### src/rtl/encoder_4to2_queued.sv
// Sequential 4-to-2 priority encoder: sticky request capture, one code issued at a time
// under a valid/ack handshake. The returned code drives a 2x4 one-hot decoder downstream.
module encoder_4to2_queued #(
  parameter bit HIGH_FIRST = 1'b1,
  parameter bit EDGE       = 1'b0
) (
  input  logic clk,
  input  logic rst,
  input  logic i0,
  input  logic i1,
  input  logic i2,
  input  logic i3,
  input  logic ack,
  output logic y0,
  output logic y1,
  output logic valid,
  output logic lost
);

  typedef enum logic {IDLE, HOLD} state_t;

  state_t     r_state;
  logic [3:0] r_pending;
  logic [3:0] r_prev;
  logic [1:0] r_y;
  logic       r_valid;
  logic       r_lost;

  logic [3:0] w_in;
  logic [3:0] w_cap;
  logic [1:0] w_sel;
  logic       w_load;
  logic [3:0] w_issue_mask;
  logic [3:0] w_inflight;
  logic       w_hit;

  assign w_in  = {i3, i2, i1, i0};
  assign w_cap = EDGE ? (w_in & ~r_prev) : w_in;

  // Selection looks only at the registered pending set, never at this cycle's capture.
  always_comb begin
    w_sel = 2'd0;
    if (HIGH_FIRST) begin
      if      (r_pending[3]) w_sel = 2'd3;
      else if (r_pending[2]) w_sel = 2'd2;
      else if (r_pending[1]) w_sel = 2'd1;
      else                   w_sel = 2'd0;
    end else begin
      if      (r_pending[0]) w_sel = 2'd0;
      else if (r_pending[1]) w_sel = 2'd1;
      else if (r_pending[2]) w_sel = 2'd2;
      else if (r_pending[3]) w_sel = 2'd3;
    end
  end

  assign w_load       = (r_pending != 4'b0000) && (!r_valid || ack);
  assign w_issue_mask = w_load ? (4'b0001 << w_sel) : 4'b0000;
  assign w_inflight   = r_valid ? (4'b0001 << r_y) : 4'b0000;
  assign w_hit        = EDGE && (|(w_cap & (r_pending | w_inflight)));

  always_ff @(posedge clk or posedge rst) begin
    if (rst) begin
      r_state   <= IDLE;
      r_pending <= 4'b0000;
      r_prev    <= 4'b0000;
      r_y       <= 2'b00;
      r_valid   <= 1'b0;
      r_lost    <= 1'b0;
    end else begin
      // A capture on the bit being issued this cycle wins, so that bit stays pending.
      r_pending <= (r_pending & ~w_issue_mask) | w_cap;
      r_prev    <= w_in;
      if (w_hit) r_lost <= 1'b1;
      case (r_state)
        IDLE: begin
          if (w_load) begin
            r_state <= HOLD;
            r_y     <= w_sel;
            r_valid <= 1'b1;
          end
        end
        HOLD: begin
          if (ack) begin
            if (w_load) begin
              r_y <= w_sel;
            end else begin
              r_state <= IDLE;
              r_valid <= 1'b0;
            end
          end
        end
        default: begin
          r_state <= IDLE;
          r_valid <= 1'b0;
        end
      endcase
    end
  end

  assign y0    = r_y[0];
  assign y1    = r_y[1];
  assign valid = r_valid;
  assign lost  = r_lost;

endmodule

### config.mk
export PLATFORM = sky130hd
export DESIGN_NAME = encoder_4to2_queued
export DESIGN_NICKNAME = d
export VERILOG_FILES = /design/src/rtl/encoder_4to2_queued.sv
export SDC_FILE = /design/constraint.sdc
export NUM_CORES = 1
export LEC_CHECK = 0
export ABC_AREA = 1
export CORE_AREA = 10 10 47 49
export CTS_CLUSTER_DIAMETER = 60
export DETAILED_ROUTE_END_ITERATION = 8
export DIE_AREA = 0 0 57 59
export SYNTH_ARGS = -nofsm -noshare
export SYNTH_HDL_FRONTEND = slang
export SYNTH_SLANG_ARGS = --single-unit
### constraint.sdc
create_clock -name clk -period 1.5 [get_ports clk]
set_clock_uncertainty 0.05 [all_clocks]
set_input_delay 0.3 -clock clk [delete_from_list [all_inputs] [get_ports clk]]
set_output_delay 0.3 -clock clk [all_outputs]
set_load 0.005 [all_outputs]
==> results of run 1 <==
## worst register-to-register path, delay by kind of cell, from the launching register on
family                 cells  cell delay (ps)
and+or+nand+nor            3              230
DFF                        1              370
buffers and inverters      1              150
AOI/OAI and AO/OA          1              120
## registers in the layout, summed over array words and instances (netlist names)
register / cells
r_pending: 4
r_y: 2
r_state: 1
valid: 1
## metal layers
layer / GRT usage / up-vias / routed length, um
met5: 0 / - / 0
met4: 0.04027 / 0 / 0
met3: 0.02575 / 0 / 63
met2: 0.06977 / 8 / 290
met1: 0.06061 / 136 / 321
li1: - / 151 / -
## how the worst max path moves through the flow
stage | from | slack (ps) | endpoint
floorplan | r_pending[3] | 550 | valid
global placement | ack | 140 | r_y[0]
detailed placement | ack | 160 | r_y[0]
CTS | r_y[0] | 30 | y0
global route | r_y[0] | 10 | y0
finish | r_y[0] | 60 | y0
## through the flow
| stage | instances | worst slack (ps) | utilization |
|---|---|---|---|
| after floorplan | 41 | 551.4 | - |
| after global placement | 65 | 136.2 | 0.3455 |
| after detailed placement | 65 | 155.4 | 0.3455 |
| after CTS | 69 | 34.66 | 0.3670 |
| after global routing | 69 | 10.56 | 0.3688 |
| final | 69 | 57.67 | 0.3688 |
## layout make-up
class / count / area [sq um]
Inverter: 6 / 22.52
Clock buffer: 3 / 22.52
Multi-Input combinational cell: 26 / 151.4
Sequential cell: 8 / 200.2
Tap cell: 16 / 20.02
Timing Repair Buffer: 10 / 100.1
Fill cell: 165 / 884.6
## logic make-up after synthesis
kind of cell / count (synthesis) / synth area share
other cells: 1 / 0.009827
simple gates: 19 / 0.2820
buf+inv: 7 / 0.07869
compound gates: 6 / 0.1049
flops: 8 / 0.5246
## repair_timing
action	CTS	global route
endpoints found under the hold margin	0	0
setup buffers	1	0
resized for setup	0	1
setup endpoints to repair	1	1
## cells in the final DEF (no fill, tap or decap)
cell type	count
nand4_1	2
o21ai_1	1
dfrtp_1	8
nand2_2	2
o21ai_0	1
clkdlybuf4s50_1	8
nand3_1	1
nor2_2	1
clkbuf_4	3
inv_1	6
o21bai_1	2
a21o_1	2
nand2_1	10
conb_1	1
nor2_4	1
dlymetal6s2s_1	1
buf_4	1
nand2_4	2
## where the power goes
group | total, uW | leakage, uW | internal (uW) | switching, uW
combinational | 248 | 0.000164 | 140 | 108
sequential | 304 | 0.0000834 | 271 | 33.2
clock | 160 | 0.0000138 | 91.3 | 69.1
==> flow_metrics.py, run 1 <==
metrics = {
    "setup_path": {
        "cp_num_buf_inv": 1,
        "cp-start-kind": "register",
        "cp.arrival_ps": 1090,
        "required_ps": 1150,
        "cp_slowest_stage_delay_ps": 500,
        "path_max_fanout": 2,
        "crit_slowest_cell": "clkdlybuf4s50_1",
        "cp_cell_sequence": "clkdlybuf4s50_1",
        "endpoint_kind": "output port",
        "critical_path.reg2reg.startpoint": "valid",
        "path_depth": 1,
        "path_class": "reg2out",
        "r2r_slack_ps": 480,
        "reg2reg_depth": 5,
        "r2r-end": "r_pending[0]",
        "cp_top_family": "buffers and inverters",
    },
    "clocking": {
        "cts_buffers": 3,
        "root_buffer": "clkbuf_4",
        "cts_tree": "built",
        "cts_hold_buf": 0,
        "htreeDepth": 1,
        "clkLatencyLatePin_ps": 250,
        "clk_pin_slew_ps": 50,
        "cts_buffer_depth": 2,
        "clock_sinks": 8,
    },
    "yosys": {
        "synthFlopType": "dfrtp_1",
        "yosysUniqueCellTypes": 15,
        "syn_avg_cell_area_sq_um": 9.308,
        "yosysMostFrequentCell": "nand2_1",
        "synth_area_sq_um": 381.6,
        "synth-seq-area-share": 0.5246,
        "synth_nets": 48,
        "async_flop_share": 1.000,
        "yosysTopAreaCell": "dfrtp_1",
        "synth_common_cells": "nand2_1, dfrtp_1, inv_1",
        "synth_edf_count": 0,
        "yosys_warnings": 0,
        "synth.area.top_cells": "dfrtp_1, nand2_1, inv_1",
        "ys_seq_elements": 8,
        "synth_top_cell_area_share": 0.5246,
        "synth_cells": 41,
    },
    "sta": {
        "rsz0062_at_grt": "no",
        "finalCritPeriodShare": 0.9616,
        "drv_slew": 0,
        "finalHoldViolations": 0,
        "min_period_ps": 1442,
        "setup_tns_ps": 0,
        "fin_hold_ws_ps": 247.6,
        "setup_viol": 0,
        "timing.fmax_mhz": 693.3,
    },
    "floorplanning": {
        "dieArea_sq_um": 3363,
        "core_area_sq_um": 1401,
        "die_h_um": 59,
        "ioPinCount": 11,
        "dieWidth_um": 57,
        "rows": 14,
        "start_util": 0.2723,
    },
    "route": {
        "vias_per_cell": 4.275,
        "wl_um": 675,
        "vias": 295,
        "drtIter0Drc": 2,
        "drc": 0,
        "drt-wirelength-per-cell_um": 9.783,
        "detail-route-antenna-nets": 0,
        "first_pass_iters": 4,
    },
    "layout": {
        "drive_above_1_share": 0.1887,
        "nNetsFinal": 62,
        "syn2layout_area_growth_pct": 35.41,
        "antenna_cells": 0,
        "fin_area_sq_um": 516.7,
    },
    "power": {
        "ir_drop_mv": 0.3699,
        "p_per_area_nw_per_um2": 1379,
        "leakagePower_uw": 0.0002614,
        "p_total_uw": 712.5,
    },
    "min_path": {
        "hp-class": "in2async",
    },
    "global_route": {
        "overflow": 0,
        "grt_antenna_before_repair": 0,
        "grt_first_pass_wirelength_um": 1366,
        "first_global_vias": 324,
        "gr-usage-all-layers": 0.05181,
        "grt_max_degree": 9,
    },
    "place": {
        "place.gp.congestion": 0.6909,
        "dp_hpwl_um": 544.3,
        "placed_cell_area_sq_um": 484.2,
        "placement.io_buffers": 9,
    },
    "run_status": {
        "status": "completed",
    },
    "run": {
        "drv_cap": 0,
    },
}
No activity file was read; power rests on OpenSTA's default activity.
==> run 2: changes to the inputs <==
--- a/config.mk
+++ b/config.mk
@@ -6,10 +6,15 @@
 export NUM_CORES = 1
 export LEC_CHECK = 0
 export ABC_AREA = 1
-export CORE_AREA = 10 10 47 49
+export CELL_PAD_IN_SITES_DETAIL_PLACEMENT = 1
+export CELL_PAD_IN_SITES_GLOBAL_PLACEMENT = 2
+export CORE_MARGIN = 10
+export CORE_UTILIZATION = 27
 export CTS_CLUSTER_DIAMETER = 60
 export DETAILED_ROUTE_END_ITERATION = 8
-export DIE_AREA = 0 0 57 59
+export GPL_TIMING_DRIVEN = 0
+export PLACE_DENSITY_LB_ADDON = 0.1
 export SYNTH_ARGS = -nofsm -noshare
 export SYNTH_HDL_FRONTEND = slang
 export SYNTH_SLANG_ARGS = --single-unit
+export TNS_END_PERCENT = 20
==> run 2 against run 1 <==
  * Sequential power is essentially flat
  * Cell area rose by 2.2%
  * Register-to-register slack worse by 30 ps
  * Clock-buffer cell count did not move
  * Critical path depth stayed put
  * Total power grew 2.2%
  * Worst setup slack better by 290 ps
  * Sequential share of layout area shrank 0.83 points
  * Global-route usage is 1.1 points higher
  * Critical path type unchanged
==> flow_metrics.py, run 2 (synthesis gave the netlist of run 1 again) <==
metrics = {
    "route": {
        "drt-wirelength-per-cell_um": 13.20,
        "drtIter0Drc": 1,
        "vias_per_cell": 4.609,
        "drc": 0,
        "vias": 318,
        "wl_um": 911,
        "detail-route-antenna-nets": 0,
        "first_pass_iters": 2,
    },
    "layout": {
        "regMostFlops": "r_pending",
        "layoutNonFillerInstCount": 69,
        "drive_above_1_share": 0.2037,
        "antenna_cells": 0,
        "syn2layout_area_growth_pct": 38.36,
        "nNetsFinal": 63,
        "final_cell_mix": "nand2_1, dfrtp_1, inv_1, clkdlybuf4s50_1",
        "reg_top3": "r_pending (4), r_y (2)",
        "layout_commonest_cell": "nand2_1",
        "fillers": 157,
        "largest_reg_flops": 4,
    },
    "global_route": {
        "overflow": 0,
        "first_global_vias": 372,
        "grt_max_degree": 9,
        "gr-usage-all-layers": 0.06239,
        "grt_first_pass_wirelength_um": 1559,
        "grt_antenna_before_repair": 0,
    },
    "setup_path": {
        "cp_slowest_stage_delay_ps": 380,
        "cp.arrival_ps": 800,
        "path_max_fanout": 2,
        "critical_path.reg2reg.startpoint": "valid",
        "cp_cell_sequence": "dlymetal6s2s_1",
        "crit_slowest_cell": "dfrtp_1",
        "cp_num_buf_inv": 1,
        "required_ps": 1150,
        "r2r-end": "r_pending[0]",
        "path_class": "reg2out",
        "cp_top_family": "flip-flops",
        "r2r_slack_ps": 450,
        "endpoint_kind": "output port",
        "cp-start-kind": "register",
        "reg2reg_depth": 5,
    },
    "sta": {
        "finalHoldViolations": 0,
        "min_period_ps": 1150,
        "worst_slack_ps": 350.0,
        "timing.fmax_mhz": 869.6,
        "setup_viol": 0,
        "finalCritPeriodShare": 0.7666,
        "setup_tns_ps": 0,
        "drv_slew": 0,
        "rsz0062_at_grt": "no",
    },
    "power": {
        "switching_power_uw": 231.1,
        "p_int_uw": 497.1,
        "p_clk_frac": 0.234,
        "p_total_uw": 728.2,
        "ir_drop_mv": 0.5268,
        "leakagePower_uw": 0.0002845,
        "sequentialPowerShare": 0.421,
        "p_per_area_nw_per_um2": 1379,
        "switching_share": 0.3173,
        "power_frac_comb": 0.345,
    },
    "place": {
        "dp_hpwl_um": 788.4,
        "placement.io_buffers": 9,
        "dp.cells": 65,
        "pre_cts_ws_ps": 126.2,
        "place.gp.congestion": 0.6524,
    },
    "clocking": {
        "clkLatencyLatePin_ps": 260,
        "cts_hold_buf": 0,
        "clock_sinks": 8,
        "clk_pin_slew_ps": 60,
        "root_buffer": "clkbuf_4",
        "htreeDepth": 1,
        "cts_buffer_depth": 2,
        "cts_buffers": 3,
        "cts_tree": "built",
    },
    "run": {
        "drv_cap": 0,
    },
    "floorplanning": {
        "rows": 13,
        "dieArea_sq_um": 3317,
        "start_util": 0.2896,
        "ioPinCount": 11,
        "core_area_sq_um": 1318,
        "die_h_um": 57.60,
        "dieWidth_um": 57.60,
    },
    "run_status": {
        "status": "completed",
    },
    "min_path": {
        "hp-class": "in2async",
    },
}
run 2: power by group through the flow:
stage / logic, uW / registers, uW / clock network, uW
2_1_floorplan: 108 / 323 / 0
3_3_place_gp: 223 / 320 / 0
3_5_place_dp: 235 / 328 / 0
4_1_cts: 273 / 310 / 175
5_1_grt: 288 / 315 / 187
6_report: 251 / 306 / 171
run 2: worst max-delay path by stage:
stage | start | endpoint | slack, ps | cells after the start
after floorplan | r_pending[3] | valid | 550 | 6
after global placement | ack | r_y[0] | 160 | 6
after detailed placement | ack | r_y[0] | 130 | 6
after CTS | r_y[0] | y0 | 20 | 1
after global routing | valid | valid | 320 | 1
final | r_y[0] | y0 | 350 | 1
run 2: layout make-up:
class | count | area [sq um] | area share
Buffer | 1 | 7.507 | 0.01422
Clock buffer | 3 | 22.52 | 0.04265
Inverter | 6 | 22.52 | 0.04265
Multi-Input combinational cell | 26 | 151.4 | 0.2867
Sequential cell | 8 | 200.2 | 0.3791
Tap cell | 15 | 18.77 | 0.03555
Timing Repair Buffer | 10 | 105.1 | 0.1991
run 2: metal layers:
layer | wire length, um | up-vias | global-route usage | share of wire
li1 | - | 154 | - | -
met1 | 325 | 152 | 0.04932 | 0.36
met2 | 481 | 9 | 0.1104 | 0.53
met3 | 84 | 3 | 0.04646 | 0.092
met4 | 19 | 0 | 0.03020 | 0.021
met5 | 0 | - | 0 | 0
run 2: timing repair:
item	CTS	global route
setup endpoints to repair	1	3
resized for setup	0	3
setup buffers	1	0
run 2: through the flow:
stage | util | cell area [sq um] | hold slack, ps
final | 0.4008 | 528.0 | 247.2
after detailed placement | 0.3723 | 490.5 | 421.1
after global routing | 0.4008 | 528.0 | 283.4
after global placement | 0.3723 | 490.5 | 405.7
after CTS | 0.3951 | 520.5 | 271.1
after floorplan | - | 381.6 | 65.66
